===== config.mk =====
export PLATFORM = sky130hd
export DESIGN_NAME = dca_matrix_row_buffer
export DESIGN_NICKNAME = d
export VERILOG_FILES = /design/src/rtl/dca_matrix_row_buffer.sv
export SDC_FILE = /design/constraint.sdc
export NUM_CORES = 1
export LEC_CHECK = 0
export ABC_AREA = 1
export BUFFER_PORTS_ARGS = -buffer_cell sky130_fd_sc_hd__buf_2
export CORE_ASPECT_RATIO = 0.75
export CORE_MARGIN = 5
export CORE_UTILIZATION = 30
export DETAILED_ROUTE_END_ITERATION = 7
export HOLD_SLACK_MARGIN = 0.03
export PLACE_DENSITY = 0.47
export SKIP_LAST_GASP = 1
export SLEW_MARGIN = 5
export SYNTH_ARGS = -nofsm -noshare
export SYNTH_HDL_FRONTEND = slang
export SYNTH_SLANG_ARGS = --single-unit
export TNS_END_PERCENT = 1

===== constraint.sdc =====
create_clock -name clk -period 12.7 [get_ports clk]
set_input_delay 3.175 -clock clk [delete_from_list [all_inputs] [get_ports clk]]
set_output_delay 3.175 -clock clk [all_outputs]
set_load 0.05 [all_outputs]

===== src/rtl/dca_matrix_row_buffer.sv =====
// Ping-pong row buffer between the LSU load stream and a row consumer.
// Two banks alternate: one fills from the load side while the other drains to the consumer.
module dca_matrix_row_buffer #(
    parameter int BW_ROW  = 128,
    parameter int NUM_ROW = 4
) (
    input  logic              clk,
    input  logic              rstnn,
    input  logic              clear,
    input  logic              enable,
    input  logic              load_row_wvalid,
    input  logic              load_row_wlast,
    input  logic [BW_ROW-1:0] load_row_wdata,
    output logic              load_row_wready,
    output logic              store_row_rvalid,
    output logic              store_row_rlast,
    output logic [BW_ROW-1:0] store_row_rdata,
    input  logic              store_row_rready,
    output logic [1:0]        num_full_bank,
    output logic              err_nolast,
    output logic              busy
);

    localparam int RW = (NUM_ROW > 1) ? $clog2(NUM_ROW) : 1;
    localparam int CW = $clog2(NUM_ROW + 1);

    typedef enum logic [1:0] {
        BANK_EMPTY = 2'd0,
        BANK_FILL  = 2'd1,
        BANK_FULL  = 2'd2
    } bank_state_e;

    bank_state_e       bank_q   [2];
    bank_state_e       bank_d   [2];
    logic [CW-1:0]     rowcnt_q [2];
    logic [CW-1:0]     rowcnt_d [2];
    logic              wbank_q, wbank_d;
    logic              rbank_q, rbank_d;
    logic [RW-1:0]     wcnt_q, wcnt_d;
    logic [RW-1:0]     rcnt_q, rcnt_d;
    logic              err_q, err_d;
    logic [BW_ROW-1:0] mem_q [2][NUM_ROW];

    logic          wr_acc;
    logic          rd_acc;
    logic          wr_close;
    logic          wr_full_close;
    logic [CW-1:0] wcnt_inc;
    logic [CW-1:0] rcnt_inc;

    assign wcnt_inc      = CW'(wcnt_q) + CW'(1);
    assign rcnt_inc      = CW'(rcnt_q) + CW'(1);
    assign wr_full_close = (wcnt_inc == CW'(NUM_ROW));
    assign wr_close      = load_row_wlast | wr_full_close;

    // wready is forced low while rstnn is asserted even though the bank state already reads EMPTY.
    assign load_row_wready  = rstnn & enable & ~clear & (bank_q[wbank_q] != BANK_FULL);
    assign store_row_rvalid = rstnn & enable & (bank_q[rbank_q] == BANK_FULL);
    assign store_row_rlast  = store_row_rvalid & (rcnt_inc == rowcnt_q[rbank_q]);
    assign store_row_rdata  = mem_q[rbank_q][rcnt_q];

    assign wr_acc = load_row_wvalid & load_row_wready;
    assign rd_acc = store_row_rvalid & store_row_rready;

    assign num_full_bank = {1'b0, bank_q[0] == BANK_FULL} + {1'b0, bank_q[1] == BANK_FULL};
    assign busy          = (bank_q[0] != BANK_EMPTY) | (bank_q[1] != BANK_EMPTY);
    assign err_nolast    = err_q;

    always_comb begin
        bank_d[0]   = bank_q[0];
        bank_d[1]   = bank_q[1];
        rowcnt_d[0] = rowcnt_q[0];
        rowcnt_d[1] = rowcnt_q[1];
        wbank_d     = wbank_q;
        rbank_d     = rbank_q;
        wcnt_d      = wcnt_q;
        rcnt_d      = rcnt_q;
        err_d       = err_q;

        // Flush acts independently of enable and overrides any accept in the same cycle.
        if (clear) begin
            bank_d[0]   = BANK_EMPTY;
            bank_d[1]   = BANK_EMPTY;
            rowcnt_d[0] = '0;
            rowcnt_d[1] = '0;
            wbank_d     = 1'b0;
            rbank_d     = 1'b0;
            wcnt_d      = '0;
            rcnt_d      = '0;
            err_d       = 1'b0;
        end else begin
            if (wr_acc) begin
                if (wr_close) begin
                    bank_d[wbank_q]   = BANK_FULL;
                    rowcnt_d[wbank_q] = wcnt_inc;
                    wcnt_d            = '0;
                    wbank_d           = ~wbank_q;
                    if (wr_full_close && !load_row_wlast) begin
                        err_d = 1'b1;
                    end
                end else begin
                    wcnt_d = wcnt_q + RW'(1);
                    if (bank_q[wbank_q] == BANK_EMPTY) begin
                        bank_d[wbank_q] = BANK_FILL;
                    end
                end
            end
            // A writable bank is never FULL and a readable one always is, so these never collide.
            if (rd_acc) begin
                if (store_row_rlast) begin
                    rcnt_d          = '0;
                    bank_d[rbank_q] = BANK_EMPTY;
                    rbank_d         = ~rbank_q;
                end else begin
                    rcnt_d = rcnt_q + RW'(1);
                end
            end
        end
    end

    always_ff @(posedge clk or negedge rstnn) begin
        if (!rstnn) begin
            bank_q[0]   <= BANK_EMPTY;
            bank_q[1]   <= BANK_EMPTY;
            rowcnt_q[0] <= '0;
            rowcnt_q[1] <= '0;
            wbank_q     <= 1'b0;
            rbank_q     <= 1'b0;
            wcnt_q      <= '0;
            rcnt_q      <= '0;
            err_q       <= 1'b0;
        end else begin
            bank_q[0]   <= bank_d[0];
            bank_q[1]   <= bank_d[1];
            rowcnt_q[0] <= rowcnt_d[0];
            rowcnt_q[1] <= rowcnt_d[1];
            wbank_q     <= wbank_d;
            rbank_q     <= rbank_d;
            wcnt_q      <= wcnt_d;
            rcnt_q      <= rcnt_d;
            err_q       <= err_d;
        end
    end

    // Row storage carries no reset; only the bank state qualifies its contents.
    always_ff @(posedge clk) begin
        if (wr_acc) begin
            mem_q[wbank_q][wcnt_q] <= load_row_wdata;
        end
    end

endmodule


# Word-level counts from Yosys, hierarchy flattened
# Memories as Yosys holds them, arrays and structs flattened.
# Cells that the tools add are included.
# op_classes
add_sub_neg,5
order_cmp,7
eq_ne,6
muxes,49
bitwise,24
n_reduce_logical,16
# op_table
op,count
2-to-1 mux 512 bit,1
2-to-1 mux 128 bit,3
binary-select mux 128 bit (select 2 bit),1
demux 128 bit (select 2 bit),1
2-to-1 mux 2 bit,14
2-to-1 mux 4 bit,7
2-to-1 mux 6 bit,3
nonzero test 2 bit,7
2-to-1 mux 3 bit,4
2-to-1 mux 1 bit,11
bitwise AND 1 bit,7
adder 2 x 1 -> 3 bit (second input constant),2
bitwise mux 6 bit,1
equality test 2 bit (second input constant),3
greater-or-equal comparator 3 bit (second input constant),2
NOT 2 -> 3 bit,2
adder 2 x 1 -> 2 bit (second input constant),2
bitwise AND 2 bit,2
bitwise AND 4 bit,1
demux 2 bit (select 1 bit),2
greater-or-equal comparator 2 bit (second input constant),2
logical AND 1 bit,4
less-than comparator 2 x 1 -> 1 bit (second input constant),2
NOT 1 -> 2 bit,2
15 further kinds,21
# word_totals
ff_bits,17
mem_bits_rw,1024
inputBits,135
output_inout_bits,135
elab_cells,117
memories,1
# mem_list
memory,words,width,read_ports,rd_clocked_by_memory_dff,write_ports,line_no,text
mem_q,2,512,1,0,1,42,logic [BW_ROW-1:0] mem_q [2][NUM_ROW];

# Longest topological paths before layout
# depth
depth_word,15
mapped_depth,12
depth_no_buf,11

# Least setup slack after synthesis
# Ideal clock, no wire load.
# synth_path
path_type,in2reg
start,input port rstnn
end,memory mem_q[0][0] in the netlist's numbering (enable)
setup_time_ns,0.772
arrival_ns,12.778
required_ns,11.928
path_slack_ns,-0.850
cell_stages,7
n_path_buf,1
cell_sequence,nand2_1 -> nor2_1 -> nand2_1 -> a21oi_4 -> nand2_2 -> buf_2 -> nor3_1
# synth_via
elab_chain_len,6
# synth_rtl
element,line_no,text
from (decl),8,"input logic rstnn,"
bitwise AND 1 bit (3 in a row),57,assign load_row_wready = rstnn & enable & ~clear & (bank_q[wbank_q] != BANK_FULL);
via load_row_wready,14,"output logic load_row_wready,"
bitwise AND 1 bit,62,assign wr_acc = load_row_wvalid & load_row_wready;
2-to-1 mux 1 bit,147,if (wr_acc) begin
2-to-1 mux 512 bit (implied by the code),148,mem_q[wbank_q][wcnt_q] <= load_row_wdata;
to (decl),42,
# The timed path passes the listed nets, and every way through them passes these cells.

# Worst setup path after layout
# layout_path
start,input port rstnn
end,output port store_row_rlast
# layout_via
elab_chain_len,3
# layout_rtl
element,line_no,text
bitwise AND 1 bit (2 in a row),58,assign store_row_rvalid = rstnn & enable & (bank_q[rbank_q] == BANK_FULL);
bitwise AND 1 bit,59,assign store_row_rlast = store_row_rvalid & (rcnt_inc == rowcnt_q[rbank_q]);
to (decl),16,"output logic store_row_rlast,"
# Every way passes these cells.

==> results by stage <==
Logic synthesis:
- The fraction of registers with async set/reset is 1.63%.
- The average cell area after synthesis is 13.2 µm².
- In the synthesized netlist the dominant register cell turns out to be sky130_fd_sc_hd__edfxtp_1.
- During synthesis, Yosys emitted a total of 0 warnings.
- The post-synthesis cell count is 3066.
- In this run, synthesis inferred 1024 flip-flops with an integrated enable.
- The synthesized design contains 1041 register bits.
- The post-synthesis instance area is 0.0405 mm².
- The portion of the post-synthesis area used by sequential elements is 76.9%.
- The number of distinct library cells after synthesis is 27.
- The net count after synthesis is 3208.

Cells and area:
- In the final layout, the share of cells above drive strength 1 is 14.0%.
- The synthesis-to-layout area growth is 15.3%.
- The final non-filler cell total is 5148.
- Once layout is complete, the utilization of the core stands at 34.9%.
- In the final design database the tool counted 3422 nets.
- After filler insertion, the fill cell instance count of the layout stands at 13.2k.

Power:
- In this run, the clock network consumes 43.1% of the power.
- The switching share of total power is 20.8%.
- Summed over all cells, the static leakage comes to 16.0 nW.
- The power density over the cells is 148 mW/mm².
- Per report_power, the sequential group accounts for 54.6% of the total.
- The share of total power in combinational logic is 2.2%.
- The worst supply voltage drop on vdd is 0.108 mV.
- The reported net switching power is 1.44 mW.
- The internal power of the cells is 5.49 mW.

Route:
- For this block, the initial DRC count from the detailed router was 1877.
- Dividing the detail-routed via count by the number of cells gives 4.78.
- The total DRC errors in the routed layout is 0.
- The number of detailed-routing iterations run before antenna repair is 5.
- In the final routed layout, each cell accounts on average for 20.9 µm.
- For this block, the via count after detailed routing is 24.6k.
- The total detailed-routing wirelength is 108000 µm.
- Once detail routing completed, the nets flagged for antenna violations numbered 0.

Critical path:
- The largest driver fanout on the critical path is 18.
- For the worst setup path, the data required time is 9.52 ns.
- The worst setup path is launched from a primary input.
- The cell family contributing the most delay on the critical path is buffers and inverters.
- The critical path launch point is rstnn.
- The critical path goes through buf_2 -> nand2_1 -> inv_1 -> nand2_1 -> nor2_1 -> nand2_1 -> nor2_1 -> buf_2.
- The startpoint-to-endpoint class of the critical path is in2out.
- The startpoint of the worst-slack reg-to-reg timing path is wbank_q.
- The count of buffer and inverter cells on the critical path is 3.
- The largest single stage delay on the critical path is 0.34 ns.
- The most numerous cell type found on the critical path is sky130_fd_sc_hd__nand2_1.
- The cell with the largest stage delay on the worst path is sky130_fd_sc_hd__buf_2.
- The data arrival time of the worst path is 4.49 ns.
- STA classifies the critical path endpoint as an output pin.

Floorplan:
- The floorplan step defined a core boundary enclosing 0.134 mm².
- The width of the die is 434 µm.
- The cell row count is 116.
- For this design the top-level I/O count stands at 270.
- The chip height is 328 µm.
- Once the floorplan was initialized, standard cells occupied 30.3% of the core.
- The die covers 0.143 mm².

Placement:
- The count of buffers from port buffering is 269.
- Summed over all nets, the half-perimeter wirelength after detailed placement is 51600 µm.
- Once placement completed, the tool counted placed cells totaling 4942.
- Routability-driven placement finished with a final weighted congestion of 0.729.

Timing:
- Setup violations remaining at the end of the flow were counted as 0.
- The post-route minimum period is 7.66 ns.
- Adding up every negative setup slack in the final design gives 0 ns.
- The slew at the pin with the worst max-slew slack is 1.19 ns.
- The total count of max-transition violations in the final report is 0.
- Setup repair after global routing left no endpoint under its margin.
- Between clock sinks in the finished design, the worst skew comes to 0.0130 ns.
- The number of hold violations in the final report is 0.
- The final cycle utilization of the critical path is 60.4%.
- The worst pin sits at a relative slew slack of 20.9%.
- Derived from the worst setup path, the maximum achievable clock frequency is 0.130 GHz.

Global routing:
- The maximum number of pins on one net before global-route repair is 267.
- The most utilized layer in the global route result is met2.
- The global-route track usage on met3 is 3.11%.
- The via count of the first global-routing pass is 23.7k.
- The first global-routing pass estimated 159000 µm of wire.
- The total grt overflow is 0.
- The routing usage on met1 is 20.2%.
- The all-layer global routing usage is 14.8%.
- Global routing consumed, on the met2 layer, 24.2% of the routing resources.
- The initial antenna violation count is 13.

Clock tree:
- The clock tree buffer depth is 3.
- The CTS buffer count is 106.
- The number of setup buffers added after CTS is 0.
- The number of hold-repair buffers added at the cts stage is 0.
- The H-tree generated during clock tree synthesis spans 3 levels.
- The post-CTS clock slew at the launch and capture registers of the worst setup and hold paths is 0.06 ns.
- The clock latency reported for the late side of the worst-skew pair is 0.73 ns.
- The root buffer cell is sky130_fd_sc_hd__clkbuf_16.
- The TritonCTS clock tree is done.
- Clock tree synthesis found a total of 1041 sinks.
- Once the clock tree was built, the resizer swapped 0 gates to a different size.

Run status:
- The run finished with clean final reports.

Worst hold path:
- The path class of the tightest hold or removal check is reg2reg.
- The startpoint identified for the worst hold timing path is bank_q[0].

Run:
- The max-cap violation count is 0.
-- logic make-up (layout without fill, tap and decap cells) --
logic type,Yosys count,in the layout,synth area share [%]
flops,1041,1041,76.9
simple gates,1003,1003,9.47
fa+ha+maj,7,7,0.216
compound gates,780,780,10.4
buf+inv,235,537,2.97
other cells,0,10,0
-- cell usage in the layout, fill, tap and decap left out, types with 7 or more instances in the layout --
cell type	count
sky130_fd_sc_hd__ha_1	7
sky130_fd_sc_hd__nand3_1	26
sky130_fd_sc_hd__nor2_1	528
sky130_fd_sc_hd__nand4_1	7
sky130_fd_sc_hd__diode_2	10
sky130_fd_sc_hd__buf_2	269
sky130_fd_sc_hd__buf_4	37
sky130_fd_sc_hd__nand2_1	430
sky130_fd_sc_hd__clkinv_2	12
sky130_fd_sc_hd__edfxtp_1	1024
sky130_fd_sc_hd__dfrtp_1	14
sky130_fd_sc_hd__o21ai_0	475
sky130_fd_sc_hd__nor3_2	8
sky130_fd_sc_hd__o21ai_1	45
sky130_fd_sc_hd__clkbuf_1	33
sky130_fd_sc_hd__clkinv_1	22
sky130_fd_sc_hd__inv_1	27
sky130_fd_sc_hd__o22ai_1	256
sky130_fd_sc_hd__clkbuf_16	108
-- metrics by stage --
step | hold WS [ns] | area [µm²] | setup WS (ns) | power [mW]
4_1_cts | 0.512 | 46700 | 4.88 | 7.04
3_5_place_dp | 0.498 | 43500 | 5.03 | 4.02
5_1_grt | 0.543 | 46700 | 4.75 | 7.19
3_3_place_gp | 0.482 | 43500 | 5.00 | 4.02
2_1_floorplan | 0.462 | 40500 | -0.850 | 3.93
6_report | 0.505 | 46700 | 5.04 | 6.93
-- flip-flops by register name, indices dropped and copies added (netlist names) --
signal and cells:
rbank_q 1, rowcnt_q 6, err_nolast 1, mem_q 1024, wcnt_q 2, bank_q 4, wbank_q 1, rcnt_q 2
-- worst register-to-register path, stage by stage, from the launching register on --
cell                      delay [ns]
sky130_fd_sc_hd__dfrtp_1        0.66
sky130_fd_sc_hd__inv_1          0.39
sky130_fd_sc_hd__a21oi_4        0.27
sky130_fd_sc_hd__nand2_2        0.27
sky130_fd_sc_hd__nor3_2         0.51
sky130_fd_sc_hd__buf_4          0.76
sky130_fd_sc_hd__buf_4          0.81
-- per-layer routing --
layer  vias to the layer above  routed length, µm
met5                         -                 63
met4                        10               2120
met3                       142               4590
met2                       485              51500
met1                     12300              49400
li1                      11700                  -
-- area by class of cell --
type	instances	area (µm²)	share of cell area, %
antenna	10	25.0	0.0535
inverter	31	145	0.310
tap	1770	2210	4.74
multi-input combinational	1790	8200	17.5
sequential	1041	31200	66.7
timing repair buffer	310	1700	3.65
clock buffer	145	2880	6.16
clock inverter	51	390	0.835
-- cells in the mapped netlist (all sizes together) (7+ instances only) --
library cell	count	share of area (%)
buf	97	1.6
nor2	530	4.9
nor3	8	0.099
dfrtp	17	1.0
o22ai	256	4.0
edfxtp	1024	76
inv	31	0.31
nand4	7	0.11
clkbuf	107	1.0
nand3	26	0.32
nand2	432	4.0
o21ai	520	6.4
ha	7	0.22
-- power groups by stage --
stage | logic (mW) | registers, mW | clock network (mW)
2_1_floorplan | 0.0687 | 3.87 | 0
3_3_place_gp | 0.156 | 3.86 | 0
3_5_place_dp | 0.157 | 3.86 | 0
4_1_cts | 0.157 | 3.79 | 3.09
5_1_grt | 0.169 | 3.79 | 3.23
6_report | 0.154 | 3.79 | 2.99
-- path summary, 6_finish.rpt --
kind                                   end  slack [ns]  depth (start not counted)
setup reg to reg              mem_q[1][70]        8.63                          6
min in group asynchronous        wcnt_q[0]        2.38                          1
hold / removal                   bank_q[0]        0.50                          2
max in group asynchronous          rbank_q        9.99                          1
setup / recovery           store_row_rlast        5.04                          8
hold reg to reg                  bank_q[0]        0.50                          2
No activity file was read; power rests on OpenSTA's default activity.
